[src/rtl/hps_bridge_csr_pkg.sv]
// Shared constants for the HPS bridge CSR block: register byte offsets,
// bus FSM states and control-register bit positions.
package hps_bridge_csr_pkg;

  localparam logic [5:0] OFS_ID       = 6'h00;
  localparam logic [5:0] OFS_SCRATCH  = 6'h04;
  localparam logic [5:0] OFS_LED      = 6'h08;
  localparam logic [5:0] OFS_STATUS   = 6'h0C;
  localparam logic [5:0] OFS_KEY_EDGE = 6'h10;
  localparam logic [5:0] OFS_CYCLES   = 6'h14;
  localparam logic [5:0] OFS_CTRL     = 6'h18;

  localparam int CTRL_CLR_BIT = 0;

  typedef enum logic [1:0] {
    ST_IDLE     = 2'd0,
    ST_RD_BURST = 2'd1,
    ST_WR_BURST = 2'd2
  } state_t;

endpackage

[src/rtl/bit_sync.sv]
// Two-flop synchronizer for a bus of independent asynchronous bits.
module bit_sync #(
  parameter int WIDTH = 1
) (
  input  logic             clk,
  input  logic             rst,
  input  logic [WIDTH-1:0] d,
  output logic [WIDTH-1:0] q
);

  logic [WIDTH-1:0] meta;

  // Two register stages to let metastability settle before use.
  always_ff @(posedge clk or posedge rst) begin
    if (rst) begin
      meta <= '0;
      q    <= '0;
    end else begin
      meta <= d;
      q    <= meta;
    end
  end

endmodule

[src/rtl/hps_bridge_csr.sv]
// Avalon-MM burst-capable CSR slave for the HPS bridge: ID, scratch, LEDs,
// synchronized switch/key status, key falling-edge flags and a cycle counter.
module hps_bridge_csr
  import hps_bridge_csr_pkg::*;
#(
  parameter logic [31:0] ID_VALUE = 32'hDE10_0001,
  parameter int          BURST_W  = 4
) (
  input  logic               clk,
  input  logic               reset,
  input  logic [5:0]         avs_address,
  input  logic               avs_read,
  input  logic               avs_write,
  input  logic [31:0]        avs_writedata,
  input  logic [3:0]         avs_byteenable,
  input  logic [BURST_W-1:0] avs_burstcount,
  input  logic               avs_debugaccess,
  output logic [31:0]        avs_readdata,
  output logic               avs_readdatavalid,
  output logic               avs_waitrequest,
  output logic [7:0]         led_o,
  input  logic [3:0]         sw_i,
  input  logic [1:0]         key_i
);

  state_t             state;
  logic [3:0]         idx;
  logic [BURST_W-1:0] left;

  logic [3:0]  sw_sync;
  logic [1:0]  key_sync;
  logic [1:0]  key_prev;
  logic [1:0]  key_edge;
  logic [31:0] scratch;
  logic [31:0] cycles;
  logic [7:0]  led;

  logic [BURST_W-1:0] beats;
  logic               idle_acc;
  logic               wr_beat;
  logic               rd_start;
  logic [5:0]         wr_ofs;
  logic [5:0]         rd_ofs;
  logic [31:0]        rd_word;
  logic [1:0]         edge_clr;
  logic               cyc_clr;

  // Byte-lane address bits and debugaccess carry no meaning for this slave.
  logic unused_bits;
  assign unused_bits = ^{avs_debugaccess, avs_address[1:0]};

  assign led_o = led;

  bit_sync #(.WIDTH(4)) u_sw_sync (
    .clk (clk),
    .rst (reset),
    .d   (sw_i),
    .q   (sw_sync)
  );

  bit_sync #(.WIDTH(2)) u_key_sync (
    .clk (clk),
    .rst (reset),
    .d   (key_i),
    .q   (key_sync)
  );

  // Command acceptance, beat addressing and the register read mux.
  always_comb begin
    beats    = (avs_burstcount == '0) ? BURST_W'(1) : avs_burstcount;
    idle_acc = (state == ST_IDLE) && !avs_waitrequest;
    wr_beat  = avs_write && (idle_acc || (state == ST_WR_BURST));
    rd_start = idle_acc && avs_read && !avs_write;
    wr_ofs   = (state == ST_WR_BURST) ? {idx, 2'b00} : {avs_address[5:2], 2'b00};
    rd_ofs   = (state == ST_RD_BURST) ? {idx, 2'b00} : {avs_address[5:2], 2'b00};
    edge_clr = (wr_beat && (wr_ofs == OFS_KEY_EDGE) && avs_byteenable[0])
               ? avs_writedata[1:0] : 2'b00;
    cyc_clr  = wr_beat && (wr_ofs == OFS_CTRL) && avs_byteenable[0]
               && avs_writedata[CTRL_CLR_BIT];
    case (rd_ofs)
      OFS_ID:       rd_word = ID_VALUE;
      OFS_SCRATCH:  rd_word = scratch;
      OFS_LED:      rd_word = {24'd0, led};
      OFS_STATUS:   rd_word = {26'd0, key_sync, sw_sync};
      OFS_KEY_EDGE: rd_word = {30'd0, key_edge};
      OFS_CYCLES:   rd_word = cycles;
      default:      rd_word = 32'd0;
    endcase
  end

  // Bus FSM: one read beat per cycle while bursting, writes stall on idle cycles.
  always_ff @(posedge clk or posedge reset) begin
    if (reset) begin
      state             <= ST_IDLE;
      avs_waitrequest   <= 1'b1;
      avs_readdatavalid <= 1'b0;
      avs_readdata      <= 32'd0;
      idx               <= 4'd0;
      left              <= '0;
    end else begin
      case (state)
        ST_IDLE: begin
          avs_waitrequest   <= 1'b0;
          avs_readdatavalid <= 1'b0;
          if (idle_acc && avs_write) begin
            if (beats != BURST_W'(1)) begin
              state <= ST_WR_BURST;
              idx   <= avs_address[5:2] + 4'd1;
              left  <= beats - BURST_W'(1);
            end
          end else if (rd_start) begin
            state             <= ST_RD_BURST;
            avs_waitrequest   <= 1'b1;
            avs_readdatavalid <= 1'b1;
            avs_readdata      <= rd_word;
            idx               <= avs_address[5:2] + 4'd1;
            left              <= beats - BURST_W'(1);
          end
        end
        ST_RD_BURST: begin
          if (left == '0) begin
            state             <= ST_IDLE;
            avs_waitrequest   <= 1'b0;
            avs_readdatavalid <= 1'b0;
          end else begin
            avs_readdatavalid <= 1'b1;
            avs_readdata      <= rd_word;
            idx               <= idx + 4'd1;
            left              <= left - BURST_W'(1);
          end
        end
        ST_WR_BURST: begin
          avs_waitrequest   <= 1'b0;
          avs_readdatavalid <= 1'b0;
          if (avs_write) begin
            idx  <= idx + 4'd1;
            left <= left - BURST_W'(1);
            if (left == BURST_W'(1)) state <= ST_IDLE;
          end
        end
        default: begin
          state           <= ST_IDLE;
          avs_waitrequest <= 1'b0;
        end
      endcase
    end
  end

  // Register file: byte-enabled writes, W1C key flags where a new edge wins, cycle counter.
  always_ff @(posedge clk or posedge reset) begin
    if (reset) begin
      scratch  <= 32'd0;
      led      <= 8'd0;
      key_prev <= 2'b00;
      key_edge <= 2'b00;
      cycles   <= 32'd0;
    end else begin
      if (wr_beat && (wr_ofs == OFS_SCRATCH)) begin
        for (int b = 0; b < 4; b++) begin
          if (avs_byteenable[b]) scratch[8*b +: 8] <= avs_writedata[8*b +: 8];
        end
      end
      if (wr_beat && (wr_ofs == OFS_LED) && avs_byteenable[0]) led <= avs_writedata[7:0];
      key_prev <= key_sync;
      key_edge <= (key_edge & ~edge_clr) | (key_prev & ~key_sync);
      cycles   <= cyc_clr ? 32'd0 : cycles + 32'd1;
    end
  end

endmodule

[config.mk]
export PLATFORM = sky130hd
export DESIGN_NAME = hps_bridge_csr
export DESIGN_NICKNAME = d
export VERILOG_FILES = /design/src/rtl/hps_bridge_csr_pkg.sv /design/src/rtl/bit_sync.sv /design/src/rtl/hps_bridge_csr.sv
export SDC_FILE = /design/constraint.sdc
export NUM_CORES = 1
export LEC_CHECK = 0
export CELL_PAD_IN_SITES_DETAIL_PLACEMENT = 2
export CELL_PAD_IN_SITES_GLOBAL_PLACEMENT = 2
export CORE_MARGIN = 4
export CORE_UTILIZATION = 35
export CTS_CLUSTER_DIAMETER = 30
export CTS_CLUSTER_SIZE = 25
export DETAILED_ROUTE_END_ITERATION = 10
export HOLD_SLACK_MARGIN = 0.12
export PLACE_DENSITY_LB_ADDON = 0.1
export RECOVER_POWER = 50
export SYNTH_ARGS = -nofsm -noshare
export SYNTH_HDL_FRONTEND = slang
export SYNTH_SLANG_ARGS = --single-unit
[constraint.sdc]
create_clock -name clk -period 5.37 [get_ports clk]
set_clock_uncertainty 0.1 [all_clocks]
set_input_delay 0.537 -clock clk [delete_from_list [all_inputs] [get_ports clk]]
set_output_delay 0.537 -clock clk [all_outputs]
set_load 0.05 [all_outputs]
==> impl_results.md <==
* Status: complete, but fails checks
* Failing checks: max-capacitance violations, max-slew violations
* I/O pins at 99
* Buffer and inverter count on the worst path at 3
* Initial antenna violation count at 0
* R2R depth at 7
* CP Max Fanout at 62
* Fmax at 286 MHz
* Relative slew slack at -1.01
* Post-synthesis sequential area ratio at 0.524
* Final number of setup-violating endpoints at 0
* Hold Crit Start: u_sw_sync.meta[1]
* Layout Area Growth over Synthesis at 28.0%
* Final Hold Viols at 0
* Fin crit period at 3.50 ns
* Synth Warn # at 0
* Area of the multi-input gates at 0.00283 mm^2
* Hold_buf cts at 0
* Mapped Cells at 576
* Largest cells by area after synthesis: dfrtp_1, mux2_2, a22oi_1, xor2_1, nand2_1
* Num CTS Buffers at 17
* Count of pins over their slew limit at 63
* Net count reported at finish at 739
* Post-synthesis area per instance at 11.0 um^2
* # H-tree levels at 4
* CTS Buffer Depth at 2
* Crit Path Category: primary input to async pin
* Clk_lat worst skew at 0.42 ns
* Maxcap violations at 1
* Synth async-reset ratio at 1.00
* Syn_nets at 646
* Die ar. at 0.0202 mm^2
* Worst Path Arrival at 3.81 ns
* CTS root buf: clkbuf_16
* Yosys cell types at 56
* Setup bufs post-CTS at 0
* EDFF count, synth at 0
* Starting density of the core at 0.361
* Hold Path Class: register to register
* Routed WL at 19200 um
* FP Rows at 48
* Required @ worst endpoint at 5.68 ns
* Grt ovf at 0
* Initial DRC Count at 161
* Largest net degree at the start of global routing at 63
* Vias post-DR at 4921
* Cell taking the most area after synthesis: dfrtp_1
* Total negative slack at 0 ns
* Mapped Area at 0.00631 mm^2
* Drt wl/cell at 21.2 um
* Critical R2R Launch: state[0]
* Fin crit share at 0.652
* Vias in the first global route at 5567
* Routability Congestion at 0.771
* Clk sinks at 132
* First-pass GRT wire length at 31300 um
* Endpoint class of the critical path: async pin
* Startpoint types: primary input
* Port bufs at 95
* 1st-pass router iterations at 4
* #FFs+latches synth at 132
* Max incr delay on CP at 1.69 ns
* R2R setup slack at 2.16 ns
* Inst Count DP at 875
* Final worst slack at 1.87 ns
* Ant diodes at 0
* PwrDens at 532 mW/mm^2
* Sequential Area at 0.00330 mm^2
* Post-DP HPWL at 13400 um
* Critical path depth at 3
* Most used flip-flop cell after synthesis: dfrtp_1
* Non-Filler Instances at 907
* Slew @ Worst Pin at 3.00 ns
* GRT Overall Usage at 0.197
* Core area at 0.0175 mm^2
* Clock transition at path regs at 0.06 ns
* TritonCTS clock tree: yes
* RSZ-0062 raised after global routing: no
* Die W at 142 um
* Yosys top cell area share at 0.520
* Vias per Instance at 5.43
* CP delay by family, top: buffers and inverters
* Number of fill cells at 1757
* Leak pwr at 3.48 nW
* CP startpoint: reset
* Crit-path slowest cell: clkinvlp_2
* CP cell instances: dlygate4sd3_1 > clkinvlp_2 > clkbuf_2
* CP Capture Point: avs_readdata[18]
* ANT nets after route at 0
* DRC at 0
* PostCTS Resize Cnt at 0
* Peak VDD IR at 228 uV
* Pre-CTS setup slack at 2.00 ns
* Die height at 142 um
* RR Endpoint: scratch[27]
* Layout cells sized above 1 at 0.139
synth_stat cells (2+ instances only):
cell and number:
and4_1 4, mux2i_1 12, and3_1 8, inv_1 16
or3_1 3, ha_1 13, a211oi_1 3, nand3_1 14
nor3_1 10, nor4_1 3, a22oi_1 29, nand2b_1 2
o311ai_1 2, and3b_1 3, nor2b_1 2, mux2_2 42
o22ai_1 5, dfrtp_1 131, buf_2 12, a2bb2oi_1 2
nor2_1 46, or2_2 8, a32o_1 2, and2_1 6
a21oi_1 12, clkbuf_1 14, o21ai_0 35, xor2_1 24
nand2_1 49, nand4_1 10, nor3b_1 5, a22o_1 19
xnor2_1 6, nor4_4 2
flip-flops by register name, indices dropped and copies added (netlist names):
register,flops
key_prev,2
led_o,8
u_sw_sync.q,4
avs_readdata,32
u_sw_sync.meta,4
left,4
key_edge,2
u_key_sync.meta,2
scratch,32
avs_waitrequest,1
u_key_sync.q,2
avs_readdatavalid,1
state,2
idx,4
cycles,32
kinds of logic after synthesis:
logic type	after synthesis	synth area share
compound gates	120	0.130
xor+xnor	30	0.0416
fa+ha+maj	13	0.0258
buf+inv	43	0.0286
flops	132	0.524
mux	56	0.0997
simple gates	182	0.151
area by class of cell:
type	instances	area share
sequential	132	0.409
multi-input combinational	401	0.351
timing repair buffer	101	0.123
clock buffer	21	0.0558
tap	225	0.0349
clock inverter	11	0.0189
inverter	16	0.00759
power by group:
group,switching [mW],internal [mW]
Sequential,0.292,1.28
Combinational,0.948,0.577
Clock,0.455,0.745
metal layers:
metal,track usage,share of wire,routed length [um]
met1,0.264,0.46,8870
met3,0.0356,0.033,639
met2,0.326,0.49,9410
met4,0.0611,0.015,292
met5,0,0,0
per-stage QoR:
stage | hold WS (ns) | utilization | instance area (um^2) | power, mW
2_1_floorplan | 0.231 | - | 6310 | 2.56
3_3_place_gp | 0.234 | 0.428 | 7480 | 3.02
3_5_place_dp | 0.239 | 0.428 | 7480 | 3.11
4_1_cts | 0.253 | 0.462 | 8080 | 4.35
5_1_grt | 0.263 | 0.462 | 8080 | 4.56
6_report | 0.250 | 0.462 | 8080 | 4.29
cells in the final DEF (no fill, tap or decap), types with 4 or more instances in the layout:
cell type / count
a22oi_1: 29
dfrtp_1: 131
nand2_1: 49
and4_1: 4
o21ai_0: 35
mux2_2: 42
nor3b_1: 5
a22o_1: 19
dlygate4sd3_1: 12
a21oi_1: 12
mux2i_1: 12
ha_1: 13
nor2_1: 46
inv_1: 15
buf_4: 5
nand3_1: 14
or2_2: 8
and2_1: 6
o22ai_1: 5
nand4_1: 10
xnor2_1: 6
xor2_1: 24
and3_1: 8
nor3_1: 10
clkdlybuf4s50_1: 83
clkbuf_16: 17
worst min-delay path by stage:
| stage | end | slack [ns] | cells after the start |
|---|---|---|---|
| final | u_sw_sync.q[1] | 0.25 | 0 |
| after global routing | u_sw_sync.q[3] | 0.26 | 0 |
| after CTS | u_sw_sync.q[1] | 0.25 | 0 |
| after detailed placement | u_key_sync.q[0] | 0.24 | 0 |
| after global placement | u_sw_sync.q[2] | 0.23 | 0 |
| after floorplan | u_key_sync.q[0] | 0.23 | 0 |
Power figures use the tool's default switching activity.
==> patch 1: new RTL, same flow settings <==
Set the parameter `BURST_W` to 5 (it was 4).
--- a/src/rtl/hps_bridge_csr.sv
+++ b/src/rtl/hps_bridge_csr.sv
@@ -5,5 +5,5 @@
 #(
   parameter logic [31:0] ID_VALUE = 32'hDE10_0001,
-  parameter int          BURST_W  = 4
+  parameter int          BURST_W  = 5
 ) (
   input  logic               clk,
Interface: changed (resized avs_burstcount); port bits go from 99 to 100. No check against the original RTL was run, so the function may have changed too.
==> patch 1 against the unedited design <==
The flow still finishes with violations (max-capacitance violations, max-slew violations); via count grew 1.0%; design area is 0.40% higher; power shrank 6.2%; area after synthesis up 1.0%; setup slack gained 0.14 ns; sequential cell count grew 1; routed wire length decreased by 2.2%; synthesized cell count grew 1.0%; critical path type unchanged; largest power group unchanged; highest routed layer unchanged.
==> patch 1: results <==
[run_status]
status = "finished, violations left"
violations = "max-capacitance violations, max-slew violations"

[placed_design]
placed_cells = 885
io_buffers = 96
hpwl_um = 13000
gp_congestion = 0.791
place_ws_ns = 1.97

[critical_path]
r2r.worst_path.cells = 6
crit_arrival_ns = 3.62
critPathMaxFanout = 53
r2r-start = "state[1]$_DFFE_PP0P_"
worstReg2RegEnd = "avs_readdata[22]$_DFFE_PP0P_"
rrSetupSlack_ns = 2.10

[logic_synthesis]
yosys-top-cells-area = "dfrtp_1, mux2_2, a22oi_1"
ys_top_cells_by_count = "dfrtp_1, nor2_1, nand2_1"
ys_types = 64
synth.net_count = 651
ys_seq_area_frac = 0.522
syn_inst = 582

[layout]
drive_above_1_share = 0.148
fin_cells = 917
nNetsFinal = 744

[sta]
whs_ns = 0.250
slew_headroom = -0.698
slew_violations = 54

[hold_path]
hold_end = "u_sw_sync.q[2]$_DFF_PP0_"
min-delay-start = "u_sw_sync.meta[2]$_DFF_PP0_"

[flow_run]
drv_cap = 1

[global_route]
grt_max_degree = 54
grt_pass1_vias = 5635
grt_pass1_wl_um = 30900
grt_usage = 0.193

[routing]
wl_per_cell_um = 20.5
drtIter0Drc = 177
vias = 4971

[power]
p_int_uw = 2450
vdd_ir_drop_max_mv = 0.279
leakage_uw = 0.00345
[patch 1: cell type report]
type                    count  area (um^2)
clock inverters            15          160
multi-input cells         401         2830
inverters                  20         76.3
well taps                 229          287
repair buffers            102         1000
clock buffers              17          425
flip-flops and latches    133         3330
fillers                  1855         9850
[patch 1: worst max path at each step]
stage,end,slack (ns),cells past startpoint
2_1_floorplan,avs_readdata[0]$_DFFE_PP0P_,1.18,1
3_3_place_gp,avs_readdata[8]$_DFFE_PP0P_,2.17,6
3_5_place_dp,avs_readdata[22]$_DFFE_PP0P_,1.97,6
4_1_cts,avs_readdata[22]$_DFFE_PP0P_,2.01,6
5_1_grt,scratch[17]$_DFFE_PP0P_,1.45,3
6_report,scratch[17]$_DFFE_PP0P_,2.01,3
[patch 1: per-stage QoR]
stage                     area (um^2)   util
after global routing             8110  0.451
after global placement           7530  0.419
after floorplan                  6370      -
after detailed placement         7530  0.419
after CTS                        8110  0.452
final                            8110  0.451
[patch 1: metal layers]
layer | up-vias | global-route usage | share of wire
met5 | - | 0 | 0
li1 | 2282 | - | -
met1 | 2610 | 0.234 | 0.42
met2 | 69 | 0.351 | 0.53
met4 | 0 | 0.0375 | 0.0075
met3 | 10 | 0.0469 | 0.038
[patch 1: cells by family after synthesis]
group / synth area share
AO/OA/AOI/OAI: 0.136
multiplexers: 0.0940
adder cells (fa/ha/maj): 0.0216
flip-flops: 0.522
buffers and inverters: 0.0349
XOR/XNOR: 0.0440
AND/OR/NAND/NOR: 0.147
[patch 1: critical path: stages]
cell           delay, ns
dlygate4sd3_1       0.55
clkinvlp_2          1.43
clkbuf_2            1.05
[patch 1: power by group through the flow]
stage | Combinational [uW] | Clock, uW | Sequential [uW]
global route | 1530 | 1230 | 1530
floorplan | 843 | 0 | 1600
CTS | 1420 | 1190 | 1490
finish | 1390 | 1150 | 1480
global placement | 1330 | 0 | 1480
detailed placement | 1400 | 0 | 1500
==> patch 2: new RTL, config.mk and constraints unchanged <==
Without the edit above. Register the inputs `sw_i` and `key_i` before use, with the module's reset. The logic sees them one clock later. The other inputs are not delayed to match.
--- a/src/rtl/hps_bridge_csr.sv
+++ b/src/rtl/hps_bridge_csr.sv
@@ -23,4 +23,17 @@
   input  logic [1:0]         key_i
 );
+
+  logic [3:0] sw_q;
+  logic [1:0] key_q;
+
+  always_ff @(posedge clk or posedge reset) begin
+    if (reset) begin
+      sw_q  <= '0;
+      key_q <= '0;
+    end else begin
+      sw_q  <= sw_i;
+      key_q <= key_i;
+    end
+  end
 
   state_t             state;
@@ -55,5 +68,5 @@
     .clk (clk),
     .rst (reset),
-    .d   (sw_i),
+    .d   (sw_q),
     .q   (sw_sync)
   );
@@ -62,5 +75,5 @@
     .clk (clk),
     .rst (reset),
-    .d   (key_i),
+    .d   (key_q),
     .q   (key_sync)
   );
Function: changed (Yosys sat finds a counterexample within 4 cycles, from zero or initial values and one cycle with reset high).
==> patch 2 against the unedited design <==
The run still ends with max-capacitance violations, max-slew violations left; area after synthesis increased by 3.7%; design area increased by 1.9%; via count increased by 2.0%; fmax decreased by 3.5%; setup slack got worse by 0.13 ns; power increased by 8.5%; global-route usage decreased by 0.32 points; cell count increased by 2.5%; critical path depth increased by 3; sequential cell count increased by 6; routed wire length increased by 1.0%; largest cell class unchanged; highest routed layer unchanged.
==> patch 2: results <==
[run_status]
violations = "max-capacitance violations, max-slew violations"
status = "finished, violations left"

[logic_synthesis]
synth-compound-area-share = 0.123
synthAdderAreaFrac = 0.0249
postSynthAreaPerCell_um2 = 10.8
ys_types = 48
synthMuxAreaShare = 0.0929
ys_top_cells_by_count = "dfrtp_1, nand2_1, nor2_1"

[sta]
slew_violations = 115
whs_ns = 0.248

[hold_path]
hold_end = "u_sw_sync.meta[0]$_DFF_PP0_"
min-delay-start = "sw_q[0]$_DFF_PP0_"

[global_route]
grt_pass1_wl_um = 31300
grt_pass1_vias = 5687

[critical_path]
r2r-start = "state[1]$_DFFE_PP0P_"
slowest_stage = "nand4_1"
worstReg2RegEnd = "avs_readdata[21]$_DFFE_PP0P_"
crit_end = "avs_readdata[21]$_DFFE_PP0P_"
cp_top_family = "compound AO/OA/AOI/OAI gates"
r2r.worst_path.cells = 6

[layout]
drive_above_1_share = 0.124

[routing]
vias = 5021
drtIter0Drc = 220
wl_per_cell_um = 20.9
wl_um = 19400

[power]
vdd_ir_drop_max_mv = 0.312
power_per_cell_area_nw_per_um2 = 566
leakage_uw = 0.00348
swShare = 0.410
combPwrFrac = 0.363

[placed_design]
place_area_um2 = 7640
place_ws_ns = 1.76
placed_cells = 898

[flow_run]
drv_cap = 1
## patch 2: cell count changes after synthesis, sizes merged, moves of 7 or more
cell	unedited run	this run
nand2	49	62
buf	13	21
inv	16	24
o21ai	35	43
a22oi	29	22
## patch 2: area by class of cell
cell class | count | area [um^2]
fillers | 1887 | 9920
flip-flops and latches | 138 | 3450
multi-input cells | 411 | 2840
repair buffers | 96 | 955
clock buffers | 17 | 425
well taps | 229 | 287
clock inverters | 15 | 174
inverters | 24 | 93.8
## patch 2: worst reg2reg max path, stage by stage, from the launching register on
cell and delay [ns]:
dfrtp_1 0.44, inv_1 0.13, ha_1 0.53, inv_1 0.27, o32ai_4 0.79, nand4_1 0.83, o21ai_0 0.43
## patch 2: per-layer routing
layer  track usage  part of all wire
met4        0.0520             0.012
met2         0.317              0.49
met1         0.266              0.47
met5             0                 0
met3        0.0368             0.033
